$ cat src/rtl/layer2_pingpong_ctrl_pkg.sv
// Shared definitions for the layer-2 ping-pong feature-map RAM controller.
// Holds the RAM geometry constants, the per-bank ownership state encoding
// and a helper that forms a RAM address from a bank index and word offset.
package layer2_pingpong_ctrl_pkg;

    localparam int DATA_W     = 18;
    localparam int BANK_DEPTH = 256;
    localparam int ADDR_W     = 9;
    localparam int CNT_W      = $clog2(BANK_DEPTH);

    typedef enum logic [1:0] {
        BS_EMPTY    = 2'b00,
        BS_FULL     = 2'b01,
        BS_DRAINING = 2'b10
    } bank_state_e;

    // The bank index is the address MSB, so a bank is a contiguous half of the RAM.
    function automatic logic [ADDR_W-1:0] bank_addr(input logic bank, input logic [CNT_W-1:0] cnt);
        return {bank, cnt};
    endfunction

endpackage

$ cat src/rtl/layer2_bank_state.sv
// Ownership state of one RAM bank: EMPTY -> FULL -> DRAINING -> EMPTY.
// Ports:
//   i_clk, i_rst_n     clock, asynchronous active-low reset
//   i_clr              synchronous restart, forces EMPTY
//   i_set_full         writer stored the last word of this bank
//   i_start_drain      reader fetched a word from this bank
//   i_set_empty        reader fetched the last word of this bank
//   o_state            registered bank state
module layer2_bank_state
    import layer2_pingpong_ctrl_pkg::*;
(
    input  logic        i_clk,
    input  logic        i_rst_n,
    input  logic        i_clr,
    input  logic        i_set_full,
    input  logic        i_start_drain,
    input  logic        i_set_empty,
    output bank_state_e o_state
);

    bank_state_e r_state;
    bank_state_e w_next;

    // Next-state decode; each event is honoured only in the state where it is legal.
    always_comb begin
        w_next = r_state;
        case (r_state)
            BS_EMPTY: begin
                if (i_set_full) w_next = BS_FULL;
                else            w_next = BS_EMPTY;
            end
            BS_FULL: begin
                // set_empty first covers a read of the only word of a bank
                if (i_set_empty)        w_next = BS_EMPTY;
                else if (i_start_drain) w_next = BS_DRAINING;
                else                    w_next = BS_FULL;
            end
            BS_DRAINING: begin
                if (i_set_empty) w_next = BS_EMPTY;
                else             w_next = BS_DRAINING;
            end
            default: w_next = BS_EMPTY;
        endcase
    end

    // State register; clear wins over every event in the same cycle.
    always_ff @(posedge i_clk or negedge i_rst_n) begin
        if (!i_rst_n)   r_state <= BS_EMPTY;
        else if (i_clr) r_state <= BS_EMPTY;
        else            r_state <= w_next;
    end

    assign o_state = r_state;

endmodule

$ cat src/rtl/layer2_pingpong_ctrl.sv
// Ping-pong controller sharing one 512 x 18 feature-map RAM between the
// layer-2 producer (writer) and the layer-3 consumer (reader).
// Ports:
//   i_clk, i_rst_n, i_soft_clr          clock, async reset, per-image restart
//   i_in_valid, i_in_data, o_in_ready   producer handshake
//   o_ram_we, o_ram_waddr, o_ram_wdata  RAM write port (1-cycle latency)
//   o_fill_done                         pulse with the last write of a bank
//   o_rd_avail, i_rd_req                consumer handshake
//   o_ram_re, o_ram_raddr, o_rd_last    RAM read port (1-cycle latency)
//   o_rd_bank                           bank currently owned by the reader
module layer2_pingpong_ctrl
    import layer2_pingpong_ctrl_pkg::*;
(
    input  logic              i_clk,
    input  logic              i_rst_n,
    input  logic              i_soft_clr,
    input  logic              i_in_valid,
    input  logic [DATA_W-1:0] i_in_data,
    output logic              o_in_ready,
    output logic              o_ram_we,
    output logic [ADDR_W-1:0] o_ram_waddr,
    output logic [DATA_W-1:0] o_ram_wdata,
    output logic              o_fill_done,
    output logic              o_rd_avail,
    input  logic              i_rd_req,
    output logic              o_ram_re,
    output logic [ADDR_W-1:0] o_ram_raddr,
    output logic              o_rd_last,
    output logic              o_rd_bank
);

    localparam logic [CNT_W-1:0] LAST_CNT = CNT_W'(BANK_DEPTH - 1);

    logic              r_wr_bank;
    logic [CNT_W-1:0]  r_wr_cnt;
    logic              r_rd_bank;
    logic [CNT_W-1:0]  r_rd_cnt;
    logic              r_ram_we;
    logic [ADDR_W-1:0] r_ram_waddr;
    logic [DATA_W-1:0] r_ram_wdata;
    logic              r_fill_done;
    logic              r_ram_re;
    logic [ADDR_W-1:0] r_ram_raddr;
    logic              r_rd_last;

    bank_state_e w_bank_state [2];
    logic [1:0]  w_set_full;
    logic [1:0]  w_start_drain;
    logic [1:0]  w_set_empty;
    bank_state_e w_wr_state;
    bank_state_e w_rd_state;
    logic        w_in_ready;
    logic        w_rd_avail;
    logic        w_accept;
    logic        w_read;
    logic        w_wr_last;
    logic        w_rd_last;

    // Handshakes depend on registered bank state only, never on in_valid/rd_req.
    assign w_wr_state = w_bank_state[r_wr_bank];
    assign w_rd_state = w_bank_state[r_rd_bank];
    assign w_in_ready = (w_wr_state == BS_EMPTY);
    assign w_rd_avail = (w_rd_state == BS_FULL) || (w_rd_state == BS_DRAINING);
    assign w_accept   = i_in_valid & w_in_ready;
    assign w_read     = i_rd_req & w_rd_avail;
    assign w_wr_last  = (r_wr_cnt == LAST_CNT);
    assign w_rd_last  = (r_rd_cnt == LAST_CNT);

    for (genvar g = 0; g < 2; g++) begin : g_bank
        assign w_set_full[g]    = w_accept & w_wr_last & (r_wr_bank == 1'(g));
        assign w_start_drain[g] = w_read & (r_rd_bank == 1'(g));
        assign w_set_empty[g]   = w_read & w_rd_last & (r_rd_bank == 1'(g));

        layer2_bank_state u_bank_state (
            .i_clk         (i_clk),
            .i_rst_n       (i_rst_n),
            .i_clr         (i_soft_clr),
            .i_set_full    (w_set_full[g]),
            .i_start_drain (w_start_drain[g]),
            .i_set_empty   (w_set_empty[g]),
            .o_state       (w_bank_state[g])
        );
    end

    // Write pointer and registered RAM write port; counter wraps naturally at BANK_DEPTH.
    always_ff @(posedge i_clk or negedge i_rst_n) begin
        if (!i_rst_n) begin
            r_wr_bank   <= 1'b0;
            r_wr_cnt    <= '0;
            r_ram_we    <= 1'b0;
            r_ram_waddr <= '0;
            r_ram_wdata <= '0;
            r_fill_done <= 1'b0;
        end else if (i_soft_clr) begin
            r_wr_bank   <= 1'b0;
            r_wr_cnt    <= '0;
            r_ram_we    <= 1'b0;
            r_ram_waddr <= '0;
            r_ram_wdata <= '0;
            r_fill_done <= 1'b0;
        end else begin
            r_ram_we    <= w_accept;
            r_fill_done <= w_accept & w_wr_last;
            if (w_accept) begin
                r_ram_waddr <= bank_addr(r_wr_bank, r_wr_cnt);
                r_ram_wdata <= i_in_data;
                r_wr_cnt    <= r_wr_cnt + CNT_W'(1);
                if (w_wr_last) r_wr_bank <= ~r_wr_bank;
            end
        end
    end

    // Read pointer and registered RAM read port.
    always_ff @(posedge i_clk or negedge i_rst_n) begin
        if (!i_rst_n) begin
            r_rd_bank   <= 1'b0;
            r_rd_cnt    <= '0;
            r_ram_re    <= 1'b0;
            r_ram_raddr <= '0;
            r_rd_last   <= 1'b0;
        end else if (i_soft_clr) begin
            r_rd_bank   <= 1'b0;
            r_rd_cnt    <= '0;
            r_ram_re    <= 1'b0;
            r_ram_raddr <= '0;
            r_rd_last   <= 1'b0;
        end else begin
            r_ram_re  <= w_read;
            r_rd_last <= w_read & w_rd_last;
            if (w_read) begin
                r_ram_raddr <= bank_addr(r_rd_bank, r_rd_cnt);
                r_rd_cnt    <= r_rd_cnt + CNT_W'(1);
                if (w_rd_last) r_rd_bank <= ~r_rd_bank;
            end
        end
    end

    assign o_in_ready  = w_in_ready;
    assign o_rd_avail  = w_rd_avail;
    assign o_ram_we    = r_ram_we;
    assign o_ram_waddr = r_ram_waddr;
    assign o_ram_wdata = r_ram_wdata;
    assign o_fill_done = r_fill_done;
    assign o_ram_re    = r_ram_re;
    assign o_ram_raddr = r_ram_raddr;
    assign o_rd_last   = r_rd_last;
    assign o_rd_bank   = r_rd_bank;

endmodule

$ cat config.mk
export PLATFORM = sky130hd
export DESIGN_NAME = layer2_pingpong_ctrl
export DESIGN_NICKNAME = d
export VERILOG_FILES = /design/src/rtl/layer2_pingpong_ctrl_pkg.sv /design/src/rtl/layer2_bank_state.sv /design/src/rtl/layer2_pingpong_ctrl.sv
export SDC_FILE = /design/constraint.sdc
export NUM_CORES = 1
export LEC_CHECK = 0
export ABC_AREA = 1
export ABC_CLOCK_PERIOD_IN_PS = 1450
export BUFFER_PORTS_ARGS = -buffer_cell sky130_fd_sc_hd__clkbuf_2
export CAP_MARGIN = 20
export CORE_MARGIN = 2
export CORE_UTILIZATION = 45
export DETAILED_ROUTE_END_ITERATION = 8
export PLACE_DENSITY = 0.81
export REMOVE_ABC_BUFFERS = 1
export SLEW_MARGIN = 30
export SYNTH_ARGS = -nofsm -noshare
export SYNTH_HDL_FRONTEND = slang
export SYNTH_SLANG_ARGS = --single-unit
export TNS_END_PERCENT = 100
$ cat constraint.sdc
create_clock -name i_clk -period 1.45 [get_ports i_clk]
set_input_delay 0.145 -clock i_clk [delete_from_list [all_inputs] [get_ports i_clk]]
set_output_delay 0.145 -clock i_clk [all_outputs]
set_load 0.03 [all_outputs]
==> Word-level counts from Yosys, hierarchy flattened <==
Cells that the tools add are included.
{ "totals": {"regBits": 62, "in_bits": 23, "output_inout_bits": 43, "wordCells": 87} }
{ "classes": {"addsub": 2, "magnitude_cmp": 2, "n_eq_ne": 8, "mux": 38, "bitwise": 14, "reduce_logical": 10} }
{ "op_table": {"columns": ["operator", "n"], "rows": [
  ["$mux 18", 2],
  ["$mux 9", 4],
  ["$mux 8", 4],
  ["$mux 2", 14],
  ["$add 8x1->8 const B", 2],
  ["$eq 8x8->1 const B", 2],
  ["$mux 1", 12],
  ["$pmux 2 s3", 2],
  ["$and 1x1->1", 10],
  ["$reduce_bool 2->1", 4],
  ["$eq 2x1->1 const B", 3],
  ["$eq 2x2->1 const B", 3],
  ["$logic_not 2->1", 3],
  ["$ge 2x2->1 const B", 2],
  ["$not 1->2", 2],
  ["$reduce_and 2->1", 2],
  ["$not 1->1", 2],
  ["$logic_or 1x1->1", 1]
]} }

==> Longest topological paths before layout <==
{ "depth": {"ltp_word": 12, "depth_mapped": 10, "mapped_depth_nobuf": 8} }

==> Hierarchy <==
Synthesis repeated with hierarchy kept, for this count alone.
{ "hier_totals": {"hier_cells": 361, "area_unflattened_um2": 2909.0} }
{ "modules_own_cells": {"columns": ["mod", "instances", "cells_per_inst", "area_per_inst_um2", "seq_area_each_um2"], "rows": [
  ["layer2_pingpong_ctrl", 1, 331, 2708.8, 1451.4],
  ["layer2_bank_state", 2, 15, 100.1, 50.0]
]} }

==> Worst setup path before layout <==
Ideal clock, no wire load.
{ "synth_timing": {"path_type": "flip-flop to flip-flop", "startpoint": "register r_rd_bank, in the netlist o_rd_bank", "endpoint": "register r_rd_cnt[7]", "setup_time_ps": 118, "arrival_time_ps": 1296, "path_slack_ps": 36, "stages_incl_launch_ff": 9, "synth_period_minus_slack_ps": 1414, "path_cell_list": "dfrtp_1 inv_2 nand3_2 nand3_2 nand2_1 inv_2 buf_6 nand2_1 o21ai_2"} }
{ "synth_between": {"elab_chain_len": 8, "elab_cells_between_ends": 9} }
{ "synth_rtl": {"columns": ["item", "line", "text"], "rows": [
  ["start, declared", "layer2_pingpong_ctrl.sv:36", "logic r_rd_bank;"],
  ["start signal, assigned", "layer2_pingpong_ctrl.sv:133", "if (w_rd_last) r_rd_bank <= ~r_rd_bank;"],
  ["$not 1->2 (not written as such) (*)", "layer2_pingpong_ctrl.sv:61", "assign w_rd_state = w_bank_state[r_rd_bank];"],
  ["$mux 2 (not written as such) (*) (3 in series)", "layer2_pingpong_ctrl.sv:61", null],
  ["$eq 2x1->1 / $eq 2x2->1 (equally long branches)", "layer2_pingpong_ctrl.sv:63", "assign w_rd_avail = (w_rd_state == BS_FULL) || (w_rd_state == BS_DRAINING);"],
  ["$logic_or 1x1->1 (*)", "layer2_pingpong_ctrl.sv:63", null],
  ["$and 1x1->1 (*)", "layer2_pingpong_ctrl.sv:65", "assign w_read = i_rd_req & w_rd_avail;"],
  ["$reduce_bool 2->1 (no line) (*)", null, null],
  ["end signal, assigned", "layer2_pingpong_ctrl.sv:132", "r_rd_cnt <= r_rd_cnt + CNT_W'(1);"],
  ["end, declared", "layer2_pingpong_ctrl.sv:37", "logic [CNT_W-1:0] r_rd_cnt;"]
]} }
Mark *: on every way between the ends. The rest lies on a longest branch, timed or not. The select of a mux whose other input is x is not followed.
A chain may end at the register's enable or synchronous reset.

==> Worst setup path in the final report <==
{ "layout_timing": {"startpoint": "register g_bank[0].u_bank_state.r_state[0]", "endpoint": "output port o_rd_avail"} }
{ "layout_between": {"elab_chain_len": 5, "elab_cells_between_ends": 6} }
{ "layout_rtl": {"columns": ["item", "line", "text"], "rows": [
  ["start, declared", "layer2_bank_state.sv:21", "bank_state_e r_state;"],
  ["start signal, assigned", "layer2_bank_state.sv:50", "else r_state <= w_next;"],
  ["$mux 2 (not written as such) (*) (3 in series)", "layer2_pingpong_ctrl.sv:61", null],
  ["$eq 2x1->1 / $eq 2x2->1 (equally long branches)", "layer2_pingpong_ctrl.sv:63", null],
  ["$logic_or 1x1->1 (*)", "layer2_pingpong_ctrl.sv:63", null],
  ["end, declared", "layer2_pingpong_ctrl.sv:24", "output logic o_rd_avail,"]
]} }
Marked as above.

==> results by group <==
Clocking
  • Number of buffers added by the clock tree synthesis step: 9
  • Clock Sinks: a little over 60
  • Worst-skew pair later-pin latency: 330 ps
  • H-tree lvl count: 3
  • Clock transition time at the flip-flop clock pins of the worst setup and hold paths: 70 ps
  • Maximum clock insertion buffer count: 2
  • TritonCTS clock tree: done
  • Master cell of the clock root buffer: sky130_fd_sc_hd__clkbuf_8

Yosys
  • Post-synthesis cell type count: 27
  • Synth Area per Inst: 8.604 µm²
  • Proportion of synthesized chip area in sequential cells: 56.88%
  • Most used flip-flop cell after synthesis: sky130_fd_sc_hd__dfrtp_1
  • Ranking of synthesized cells by instance count: sky130_fd_sc_hd__nand2_1 (125), sky130_fd_sc_hd__dfrtp_1 (62), sky130_fd_sc_hd__inv_1 (25), sky130_fd_sc_hd__o21ai_0 (17), sky130_fd_sc_hd__nor2_1 (16)
  • Biggest area contributors in the synthesized netlist: sky130_fd_sc_hd__dfrtp_1 (57%), sky130_fd_sc_hd__nand2_1 (17%), sky130_fd_sc_hd__inv_1 (3.4%)
  • Number of register bits inferred by synthesis: 62
  • Most common cell in the synthesized netlist: sky130_fd_sc_hd__nand2_1
  • Dominant cell type by area after synthesis: sky130_fd_sc_hd__dfrtp_1
  • Synthesis Warnings: 0
  • Instance count of the mapped netlist: 317
  • Async set-or-reset flop fraction in the synthesized netlist: 100.0%
  • Top-area cell type share of the netlist area: about 57%
  • Area of the mapped netlist: 2728 µm²
  • Number of enable-type register cells in the synthesized netlist: 0

STA
  • Achievable frequency: a little over 700 MHz
  • Clock period minus final worst setup slack: 1392 ps
  • Final worst path period share: 96.00%
  • Tightest hold margin: 18.07 ps
  • Worst clock skew: 5.641 ps
  • Measured slew at the worst slew-check pin: 433.0 ps
  • Rel. slew slack: ~71%
  • Final Hold Viols: 0
  • Slack of the critical path: 58.03 ps
  • Max Transition Viols Final: 0
  • Unrepaired setup endpoints after global routing: true
  • Total Negative Setup Slacks: 0 ps
  • Final setup violation count: 0

GRT
  • Total routing resource utilization after global routing: 18.62%
  • Grt total ovfl: 0
  • Maximum number of pins on one net before global-route repair: 30
  • First-pass GRT wire length: 9349 µm
  • Antenna violations before repair: 0
  • Via count of the first global-routing pass: 2168

Pwr
  • Sw Pwr: 0.8786 mW
  • Switching Share: 20.74%
  • Portion of total power attributed to the clock network: 50.3%
  • Total internal power: 3.358 mW
  • Register share of total power: about 42%
  • Portion of total power attributed to combinational logic: about 7.5%
  • Power density over the cells: 1161 nW/µm²
  • Peak VDD IR: 612.3 µV
  • Leakage power: 1.944 nW

Drt
  • Final routed wire length divided by cell count: approximately 12 µm
  • Router iterations before antenna repair: 4
  • Residual DRC count: 0
  • Number of vias per cell: 4.784
  • Detailed-route via count: 2330
  • Initial drt markers: 95
  • Drt total wl: 5854 µm
  • Number of nets with antenna violations after detailed routing: 0

Floorplanning
  • Ports: 66
  • Standard-cell row count: 28
  • CORE AREA: approximately 5900 µm²
  • Die Y-Extent: 81.86 µm
  • Total die area: 6700 µm²
  • Effective utilization at floorplan: 46.34%
  • X dimension of the die: 81.86 µm

Place
  • Weighted congestion at the end of routability-driven global placement: between 0.7 and 0.8
  • Dpl ws: -39.23 ps
  • HPWL after DPL: 3988 µm
  • Post-detailed-placement cell area: roughly 3200 µm²
  • Number of buffers added on ports: 65

Critical path
  • Critical path launch point type: register
  • Worst setup path startpoint: g_bank[0].u_bank_state.o_state[0]
  • CP Class: reg2out
  • Maximum fanout along the worst path: 3
  • Required time of the worst setup path: about 1300 ps
  • Type of destination of the critical path: output pin
  • Startpoint of the most critical register-to-register path: r_wr_cnt[0]
  • Worst endpoint data arrival time: 1250 ps

Layout
  • Area growth from synthesis to final layout: 33.76%
  • Fraction of final layout cells with drive strength greater than 1: 29.61%
  • Layout filler cell count: 495
  • Final Cell Area: around 3600 µm²
  • Final Core Density: 61.99%
  • Antenna cell count: 0
  • Number of nets in the layout: 432

Run
  • Number of max-cap violations: 0

Worst hold path
  • Min-Delay Path Class: in2reg
  • Startpoint of the most critical hold path: i_in_data[11]

Outcome
  • Result of the run: complete, no violations
[flip-flops by register name (all words and copies together) (netlist names)]
signal,count
g_bank.u_bank_state.o_state,4
o_fill_done,1
o_ram_raddr,9
o_ram_re,1
o_ram_waddr,9
o_ram_wdata,18
o_ram_we,1
o_rd_bank,1
o_rd_last,1
r_rd_cnt,8
r_wr_bank,1
r_wr_cnt,8
[layout make-up]
| cell class | instances | area [µm²] | area share, % |
|---|---|---|---|
| timing repair buffer | 89 | 589.3 | 16.15 |
| inverter | 31 | 121.4 | 3.326 |
| multi-input combinational | 214 | 1007 | 27.61 |
| sequential | 62 | 1553 | 42.56 |
| clock buffer | 9 | 123.9 | 3.395 |
| tap | 75 | 93.84 | 2.572 |
| clock inverter | 7 | 160.2 | 4.390 |
[final timing paths]
| kind | slack (ps) | to | cells past startpoint |
|---|---|---|---|
| setup / recovery | 60 | o_rd_avail | 6 |
| hold / removal | 20 | o_ram_wdata[11] | 3 |
| setup reg to reg | 100 | g_bank[0].u_bank_state.o_state[0] | 7 |
| hold reg to reg | 470 | o_ram_wdata[10] | 2 |
| max in group asynchronous | 680 | r_rd_cnt[4] | 3 |
| min in group asynchronous | 290 | o_ram_waddr[7] | 2 |
[repair_timing]
| action | in CTS | in global routing |
|---|---|---|
| setup endpoints to repair | 6 | 19 |
| hold buffers | 11 | 1 |
| pin swaps | 0 | 2 |
| gates resized for setup | 8 | 15 |
| hold endpoints to repair | 23 | 1 |
| buffers inserted | 1 | 3 |
[per-layer routing]
layer	up-vias	share of wire, %	track usage (%)
met1	1073	44	22.30
li1	1171	-	-
met5	-	0	0
met4	0	2.0	10.00
met3	15	4.7	4.615
met2	71	49	30.81
[power by group through the flow]
stage	combinational, mW	sequential [mW]	clock (mW)
after floorplan	0.0752	1.89	0
after global placement	0.287	1.82	0
after detailed placement	0.293	1.82	0
after CTS	0.317	1.79	2.19
after global routing	0.352	1.79	2.27
final	0.317	1.79	2.13
[cell families after synthesis]
kind of cell,synth area share (%)
xor gates and xnor gates,1.605
and+or+nand+nor,26.61
buffers and inverters,7.018
DFF,56.88
adders and majority gates,0.9173
AOI/OAI and AO/OA,6.973
[layout by cell type, fill, tap and decap left out, types with 7 or more instances in the layout]
cell / count
sky130_fd_sc_hd__dlygate4sd3_1: 12
sky130_fd_sc_hd__nand3_1: 14
sky130_fd_sc_hd__nor2_1: 12
sky130_fd_sc_hd__buf_4: 8
sky130_fd_sc_hd__o21ai_0: 16
sky130_fd_sc_hd__inv_1: 22
sky130_fd_sc_hd__o21ai_1: 9
sky130_fd_sc_hd__inv_2: 7
sky130_fd_sc_hd__nand2_1: 122
sky130_fd_sc_hd__dfrtp_1: 61
sky130_fd_sc_hd__clkbuf_8: 9
sky130_fd_sc_hd__clkbuf_2: 63
[worst max-delay path, stage by stage, from the launching register on]
cell and delay (ps):
sky130_fd_sc_hd__dfrtp_1 400, sky130_fd_sc_hd__inv_2 70, sky130_fd_sc_hd__nand2_1 80, sky130_fd_sc_hd__nand3_2 100, sky130_fd_sc_hd__nand2_2 70, sky130_fd_sc_hd__inv_1 70, sky130_fd_sc_hd__buf_6 120
[stage by stage]
| stage | instances | power, mW |
|---|---|---|
| 2_1_floorplan | 307 | 1.962 |
| 4_1_cts | 483 | 4.292 |
| 3_3_place_gp | 455 | 2.106 |
| 6_report | 487 | 4.236 |
| 3_5_place_dp | 455 | 2.113 |
| 5_1_grt | 487 | 4.411 |
Note: power is estimated with default switching activity, not from simulation.
